[src/rtl/lcd_pkg.sv]
// Shared types, HD44780 command bytes and DDRAM row addressing for lcd_text_ctrl.
package lcd_pkg;

  typedef enum logic [3:0] {
    PWR_WAIT, WAKE, FUNC_SET, ENTRY_MODE, DISP_ON, CLEAR, HOME_ADDR, IDLE, WRITE, REPOS
  } lcd_state_e;

  typedef enum logic [1:0] {
    TX_IDLE, TX_SETUP, TX_STROBE, TX_WAIT
  } tx_phase_e;

  localparam logic [7:0] CMD_WAKE       = 8'h30;
  localparam logic [7:0] CMD_FUNC_8B2L  = 8'h38;
  localparam logic [7:0] CMD_FUNC_8B1L  = 8'h30;
  localparam logic [7:0] CMD_ENTRY      = 8'h06;
  localparam logic [7:0] CMD_DISP_ON    = 8'h0C;
  localparam logic [7:0] CMD_CLEAR      = 8'h01;
  localparam logic [7:0] CMD_HOME       = 8'h02;
  localparam logic [7:0] CMD_SETADDR    = 8'h80;

  // Rows 2/3 of 4-line panels continue lines 0/1 of DDRAM after COLS characters.
  function automatic logic [7:0] row_base(input logic [1:0] row, input logic [7:0] cols);
    logic [7:0] base;
    case (row)
      2'd0:    base = 8'h00;
      2'd1:    base = 8'h40;
      2'd2:    base = cols;
      default: base = 8'h40 + cols;
    endcase
    return base;
  endfunction

endpackage

[src/rtl/lcd_byte_tx.sv]
// Sends one byte on the LCD bus: 2-cycle setup, E_PULSE_CYC strobe, then the post-byte wait.
module lcd_byte_tx
  import lcd_pkg::*;
#(
  parameter int E_PULSE_CYC = 12,
  parameter int CW          = 20
) (
  input  logic          clk,
  input  logic          reset,
  input  logic          i_start,
  input  logic          i_rs,
  input  logic [7:0]    i_byte,
  input  logic [CW-1:0] i_wait_cyc,
  output logic          o_done,
  output logic          o_busy,
  output logic [7:0]    o_lcd_db,
  output logic          o_lcd_e,
  output logic          o_lcd_rs
);

  tx_phase_e     r_phase;
  logic [CW-1:0] r_cnt;
  logic [CW-1:0] r_wait;
  logic [7:0]    r_db;
  logic          r_rs;
  logic          r_e;

  // The start cycle in the caller counts as the first cycle of the byte time,
  // so the final wait cycle is flagged one count early.
  assign o_done   = (r_phase == TX_WAIT) && (r_cnt == r_wait - CW'(2));
  assign o_busy   = (r_phase != TX_IDLE);
  assign o_lcd_db = r_db;
  assign o_lcd_e  = r_e;
  assign o_lcd_rs = r_rs;

  always_ff @(posedge clk or posedge reset) begin
    if (reset) begin
      r_phase <= TX_IDLE;
      r_cnt   <= '0;
      r_wait  <= '0;
      r_db    <= '0;
      r_rs    <= 1'b0;
      r_e     <= 1'b0;
    end else begin
      case (r_phase)
        TX_IDLE: begin
          if (i_start) begin
            r_db    <= i_byte;
            r_rs    <= i_rs;
            r_wait  <= i_wait_cyc;
            r_cnt   <= '0;
            r_phase <= TX_SETUP;
          end
        end
        TX_SETUP: begin
          if (r_cnt == CW'(1)) begin
            r_cnt   <= '0;
            r_e     <= 1'b1;
            r_phase <= TX_STROBE;
          end else begin
            r_cnt <= r_cnt + CW'(1);
          end
        end
        TX_STROBE: begin
          if (r_cnt == CW'(E_PULSE_CYC - 1)) begin
            r_cnt   <= '0;
            r_e     <= 1'b0;
            r_phase <= TX_WAIT;
          end else begin
            r_cnt <= r_cnt + CW'(1);
          end
        end
        default: begin
          if (o_done) begin
            r_cnt   <= '0;
            r_db    <= '0;
            r_rs    <= 1'b0;
            r_phase <= TX_IDLE;
          end else begin
            r_cnt <= r_cnt + CW'(1);
          end
        end
      endcase
    end
  end

endmodule

[src/rtl/lcd_text_ctrl.sv]
// HD44780 text controller: power-on init, byte handshake, cursor tracking with auto line wrap.
// Optional LCD_NEWLINE_EN: character 0x0A moves to the next row instead of being printed.
module lcd_text_ctrl
  import lcd_pkg::*;
#(
  parameter int ROWS           = 2,
  parameter int COLS           = 16,
  parameter int POWERUP_CYC    = 750000,
  parameter int WAKE_CYC       = 205000,
  parameter int E_PULSE_CYC    = 12,
  parameter int CMD_WAIT_CYC   = 2000,
  parameter int CLEAR_WAIT_CYC = 82000
) (
  input  logic       clk,
  input  logic       reset,
  input  logic       in_valid,
  output logic       in_ready,
  input  logic [7:0] in_data,
  input  logic       in_cmd,
  output logic       init_done,
  output logic [7:0] lcd_db,
  output logic       lcd_e,
  output logic       lcd_rs,
  output logic       lcd_rw
);

  localparam int MAXW = (POWERUP_CYC > CLEAR_WAIT_CYC) ? POWERUP_CYC : CLEAR_WAIT_CYC;
  localparam int CW   = $clog2(MAXW + 1);

  lcd_state_e    r_state;
  lcd_state_e    w_state_next;
  logic [CW-1:0] r_cnt;
  logic [1:0]    r_wake_n;
  logic          r_init_done;
  logic [1:0]    r_row;
  logic [5:0]    r_col;
  logic [7:0]    r_byte;
  logic          r_cmd;
  logic          r_wrap;

  logic          w_accept;
  logic          w_newline;
  logic [1:0]    w_row_inc;
  logic          w_tx_start;
  logic          w_tx_rs;
  logic [7:0]    w_tx_byte;
  logic [CW-1:0] w_tx_wait;
  logic          w_tx_done;
  logic          w_tx_busy;

  assign in_ready  = (r_state == IDLE);
  assign init_done = r_init_done;
  assign lcd_rw    = 1'b0;
  assign w_accept  = in_valid && in_ready;
  assign w_row_inc = (r_row == 2'(ROWS - 1)) ? 2'd0 : r_row + 2'd1;

`ifdef LCD_NEWLINE_EN
  assign w_newline = !in_cmd && (in_data == 8'h0A);
`else
  assign w_newline = 1'b0;
`endif

  always_comb begin
    w_state_next = r_state;
    w_tx_start   = 1'b0;
    w_tx_rs      = 1'b0;
    w_tx_byte    = 8'h00;
    w_tx_wait    = CW'(CMD_WAIT_CYC);
    case (r_state)
      PWR_WAIT: begin
        if (r_cnt == CW'(POWERUP_CYC - 1)) w_state_next = WAKE;
      end
      WAKE: begin
        w_tx_start = !w_tx_busy;
        w_tx_byte  = CMD_WAKE;
        w_tx_wait  = CW'(WAKE_CYC);
        if (w_tx_done && r_wake_n == 2'd2) w_state_next = FUNC_SET;
      end
      FUNC_SET: begin
        w_tx_start = !w_tx_busy;
        w_tx_byte  = (ROWS > 1) ? CMD_FUNC_8B2L : CMD_FUNC_8B1L;
        if (w_tx_done) w_state_next = ENTRY_MODE;
      end
      ENTRY_MODE: begin
        w_tx_start = !w_tx_busy;
        w_tx_byte  = CMD_ENTRY;
        if (w_tx_done) w_state_next = DISP_ON;
      end
      DISP_ON: begin
        w_tx_start = !w_tx_busy;
        w_tx_byte  = CMD_DISP_ON;
        if (w_tx_done) w_state_next = CLEAR;
      end
      CLEAR: begin
        w_tx_start = !w_tx_busy;
        w_tx_byte  = CMD_CLEAR;
        w_tx_wait  = CW'(CLEAR_WAIT_CYC);
        if (w_tx_done) w_state_next = HOME_ADDR;
      end
      HOME_ADDR: begin
        w_tx_start = !w_tx_busy;
        w_tx_byte  = CMD_SETADDR;
        if (w_tx_done) w_state_next = IDLE;
      end
      IDLE: begin
        if (w_accept) w_state_next = w_newline ? REPOS : WRITE;
      end
      WRITE: begin
        w_tx_start = !w_tx_busy;
        w_tx_rs    = !r_cmd;
        w_tx_byte  = r_byte;
        if (r_cmd && (r_byte == CMD_CLEAR || r_byte == CMD_HOME))
          w_tx_wait = CW'(CLEAR_WAIT_CYC);
        if (w_tx_done) w_state_next = r_wrap ? REPOS : IDLE;
      end
      REPOS: begin
        w_tx_start = !w_tx_busy;
        w_tx_byte  = CMD_SETADDR | row_base(r_row, 8'(COLS));
        if (w_tx_done) w_state_next = IDLE;
      end
      default: w_state_next = PWR_WAIT;
    endcase
  end

  always_ff @(posedge clk or posedge reset) begin
    if (reset) begin
      r_state     <= PWR_WAIT;
      r_cnt       <= '0;
      r_wake_n    <= '0;
      r_init_done <= 1'b0;
      r_row       <= '0;
      r_col       <= '0;
      r_byte      <= '0;
      r_cmd       <= 1'b0;
      r_wrap      <= 1'b0;
    end else begin
      r_state <= w_state_next;
      if (r_state == PWR_WAIT) r_cnt <= r_cnt + CW'(1);
      if (r_state == WAKE && w_tx_done) r_wake_n <= r_wake_n + 2'd1;
      if (r_state == HOME_ADDR && w_tx_done) r_init_done <= 1'b1;
      if (w_accept) begin
        r_byte <= in_data;
        r_cmd  <= in_cmd;
        r_wrap <= 1'b0;
        if (in_cmd) begin
          // Set-address commands (bit 7) leave the cursor alone; the sender owns coherence.
          if (in_data == CMD_CLEAR || in_data == CMD_HOME) begin
            r_row <= '0;
            r_col <= '0;
          end
        end else if (w_newline || r_col == 6'(COLS - 1)) begin
          r_col  <= '0;
          r_row  <= w_row_inc;
          r_wrap <= 1'b1;
        end else begin
          r_col <= r_col + 6'd1;
        end
      end
    end
  end

  lcd_byte_tx #(
    .E_PULSE_CYC (E_PULSE_CYC),
    .CW          (CW)
  ) u_tx (
    .clk        (clk),
    .reset      (reset),
    .i_start    (w_tx_start),
    .i_rs       (w_tx_rs),
    .i_byte     (w_tx_byte),
    .i_wait_cyc (w_tx_wait),
    .o_done     (w_tx_done),
    .o_busy     (w_tx_busy),
    .o_lcd_db   (lcd_db),
    .o_lcd_e    (lcd_e),
    .o_lcd_rs   (lcd_rs)
  );

endmodule

[config.mk]
export PLATFORM = sky130hd
export DESIGN_NAME = lcd_text_ctrl
export DESIGN_NICKNAME = d
export VERILOG_FILES = /design/src/rtl/lcd_pkg.sv /design/src/rtl/lcd_byte_tx.sv /design/src/rtl/lcd_text_ctrl.sv
export SDC_FILE = /design/constraint.sdc
export NUM_CORES = 1
export LEC_CHECK = 0
export CAP_MARGIN = 25
export CORE_UTILIZATION = 66
export CTS_CLUSTER_SIZE = 12
export DETAILED_ROUTE_END_ITERATION = 10
export MAX_ROUTING_LAYER = met4
export PLACE_DENSITY = 0.95
export SETUP_SLACK_MARGIN = 0.2
export SYNTH_ARGS = -nofsm -noshare
export SYNTH_HDL_FRONTEND = slang
export SYNTH_HIERARCHICAL = 1
export SYNTH_SLANG_ARGS = --single-unit
[constraint.sdc]
create_clock -name clk -period 7.1 [get_ports clk]
set_input_delay 1.42 -clock clk [delete_from_list [all_inputs] [get_ports clk]]
set_output_delay 1.42 -clock clk [all_outputs]
set_load 0.1 [all_outputs]
==> results_dict.tcl <==
set metrics [dict create \
    dieArea_um2 9340 \
    cts_resized 0 \
    async_flop_share_pct 100 \
    power_density_nw_per_um2 154 \
    grt_use_total_pct 31.1 \
    synth.avg_cell_area_um2 9.53 \
    hp-class "reg2reg" \
    pin_count 25 \
    dr.pass1.iters 5 \
    antenna_cells 0 \
    finalSetupViolations 0 \
    nets 647 \
    start_util_pct 68.1 \
    overflow 0 \
    final.setup.worst_slack_ns 2.83 \
    cts_max_path_buffers 2 \
    hold_buffers 0 \
    synth_edf_count 0 \
    rows 34 \
    syn_to_final_growth_pct 7.45 \
    period_share_pct 60.1 \
    maxCapViolations 0 \
    rsz0062_at_grt "false" \
    dp_slack_ns 3.17 \
    finalHoldViolCount 0 \
    path_class "reg2out" \
    dp_hpwl_um 9980 \
    p_leak_nw 2.78 \
    cp.arrival_ns 2.85 \
    clock_skew_ns 0.0124 \
    drive_gt1_share_pct 10.2 \
    drv_slew 0 \
    synth-seq-cells 97 \
    status "complete, no violations" \
    synth_ff_type "dfrtp_1" \
    max-vdd-ir-drop_mv 0.122 \
    yosysSeqAreaShare_pct 41.1 \
    cts_tree "built" \
    wire_per_inst_um 18.5 \
    syn_inst 620 \
    power_w 0.000977 \
    cp_max_fo 28 \
    fmax_ghz 0.234 \
    worstRegToRegCells 12 \
    totalWireLength_um 13600 \
    ys_warn_count 6 \
    setup_tns_ns 0 \
    drc_errors 0 \
    required_ns 5.68 \
    synth.distinct_cells 69 \
    slew_headroom_pct 33.3 \
    cp-start-kind "flip-flop" \
    endpoint_kind "primary output" \
    via_count 4899 \
    first_global_vias 4694 \
    clockRootBuffer "clkbuf_8" \
    htreeDepth 3 \
    nFillCells 605 \
    die_h_um 96.6 \
    whs_path_depth 1 \
    antenna_found_initial 0 \
    placeableCoreArea_um2 8680 \
    worst_slew_pin_slew_ns 0.998 \
    gp_congestion 0.975 \
    via_per_inst 6.64 \
    netlist_area_um2 5910 \
    cts_inserted_buffers 9 \
    cts.sinks 97 \
    grt_start_max_net_pins 46 \
    die_w_um 96.6 \
    ant_nets 0 \
    clk_latency_ns 0.36 \
    dr.first_iter.drc_count 480 \
    grt_pass1_wl_um 22900 \
    clk_pin_slew_ns 0.09 \
    cts_setup_buffers 0 \
    portBuffers 23 \
    fin_crit_ns 4.27 \
]
layer usage:
layer | vias up | routed length [um] | track usage [%]
met4 | 0 | 465 | 11.6
li1 | 2246 | - | -
met1 | 2390 | 5550 | 37.6
met2 | 211 | 6980 | 53.1
met3 | 52 | 642 | 4.41
met5 | - | 0 | -
area by class of cell:
type | count | area, um2 | share of cell area (%)
multi-input cells | 471 | 3240 | 51.1
flip-flops and latches | 97 | 2430 | 38.2
repair buffers | 27 | 277 | 4.35
well taps | 108 | 135 | 2.13
clock buffers | 11 | 131 | 2.07
inverters | 19 | 71.3 | 1.12
clock inverters | 5 | 63.8 | 1.00
flip-flops by register name (all words and copies together), names as in the netlist, 2 cells and up:
name           count
r_cnt             20
u_tx/r_wait       20
u_tx/r_phase       2
r_state            4
u_tx/r_cnt        20
r_wake_n           2
u_tx/o_lcd_db      8
r_byte             8
r_row              2
r_col              6
metrics by stage:
step	cells	area, um2	hold WS (ns)	util [%]
6_report	738	6350	0.495	73.2
2_1_floorplan	629	5940	0.434	-
5_1_grt	738	6350	0.511	73.2
3_5_place_dp	722	6150	0.475	70.9
4_1_cts	738	6350	0.492	73.2
3_3_place_gp	720	6120	0.453	70.6
placed cells by master, fill, tap and decap left out, drive strengths merged, types with 9 or more instances in the layout:
cell type	count
a211oi	20
a21oi	18
and3	9
clkbuf	11
clkdlybuf4s50	23
conb	11
dfrtp	97
ha	10
inv	21
mux2	29
mux2i	10
nand2	38
nand3	28
nand4	19
nor2	53
nor3	29
nor4	18
o21ai	18
or3	9
xnor2	33
xor2	27
cell usage after synthesis (5+ instances only):
| library cell | instances | area, um2 |
|---|---|---|
| buf_2 | 7 | 35.0 |
| nand3_1 | 27 | 135 |
| nand2b_1 | 6 | 37.5 |
| nor4_1 | 15 | 93.8 |
| a21oi_1 | 18 | 90.1 |
| dfrtp_1 | 97 | 2430 |
| nor2b_1 | 5 | 31.3 |
| mux2_2 | 29 | 327 |
| nor3_1 | 26 | 130 |
| clkbuf_1 | 27 | 101 |
| o21a_1 | 5 | 37.5 |
| nor2_1 | 53 | 199 |
| or3_1 | 8 | 50.1 |
| mux2i_1 | 10 | 100 |
| nand2_1 | 38 | 143 |
| and3_1 | 9 | 56.3 |
| or4_1 | 5 | 37.5 |
| a211oi_1 | 20 | 150 |
| xnor2_1 | 33 | 289 |
| nand4_1 | 19 | 119 |
| ha_1 | 10 | 125 |
| inv_1 | 19 | 71.3 |
| xor2_1 | 27 | 236 |
| o21ai_0 | 17 | 85.1 |
cells by family (layout without fill, tap and decap cells):
logic type / Yosys count / count (layout) / share of synthesized area (%)
DFF: 97 / 97 / 41.1
AOI/OAI and AO/OA: 108 / 108 / 13.1
xor gates and xnor gates: 60 / 60 / 8.89
muxes: 39 / 39 / 7.22
adders and majority gates: 10 / 10 / 2.12
buffers and inverters: 61 / 62 / 4.59
and+or+nand+nor: 243 / 243 / 22.9
other: 2 / 11 / 0.127
worst paths after layout:
path | start | end | slack [ns]
worst max-delay path | r_state[0] | in_ready | 2.83
worst min-delay path | r_wake_n[0] | r_wake_n[0] | 0.49
worst max register to register | u_tx/r_wait[12] | r_state[2] | 3.07
worst min register to register | r_wake_n[0] | r_wake_n[0] | 0.49
max in group asynchronous | reset | u_tx/r_cnt[3] | 5.14
min in group asynchronous | reset | u_tx/r_cnt[5] | 1.43
report_power, final:
group          switching [W]  total [W]  internal [W]
Sequential        0.00000515   0.000560      0.000555
Clock               0.000197   0.000363      0.000167
Combinational      0.0000330  0.0000542     0.0000212
Total               0.000235   0.000977      0.000743
critical path: stages, from the launching register on:
cell             delay (ns)
dfrtp_1                0.90
nand2_1                0.17
nor2_1                 0.22
clkdlybuf4s50_1        1.18
Note: power is estimated with default switching activity, not from simulation.
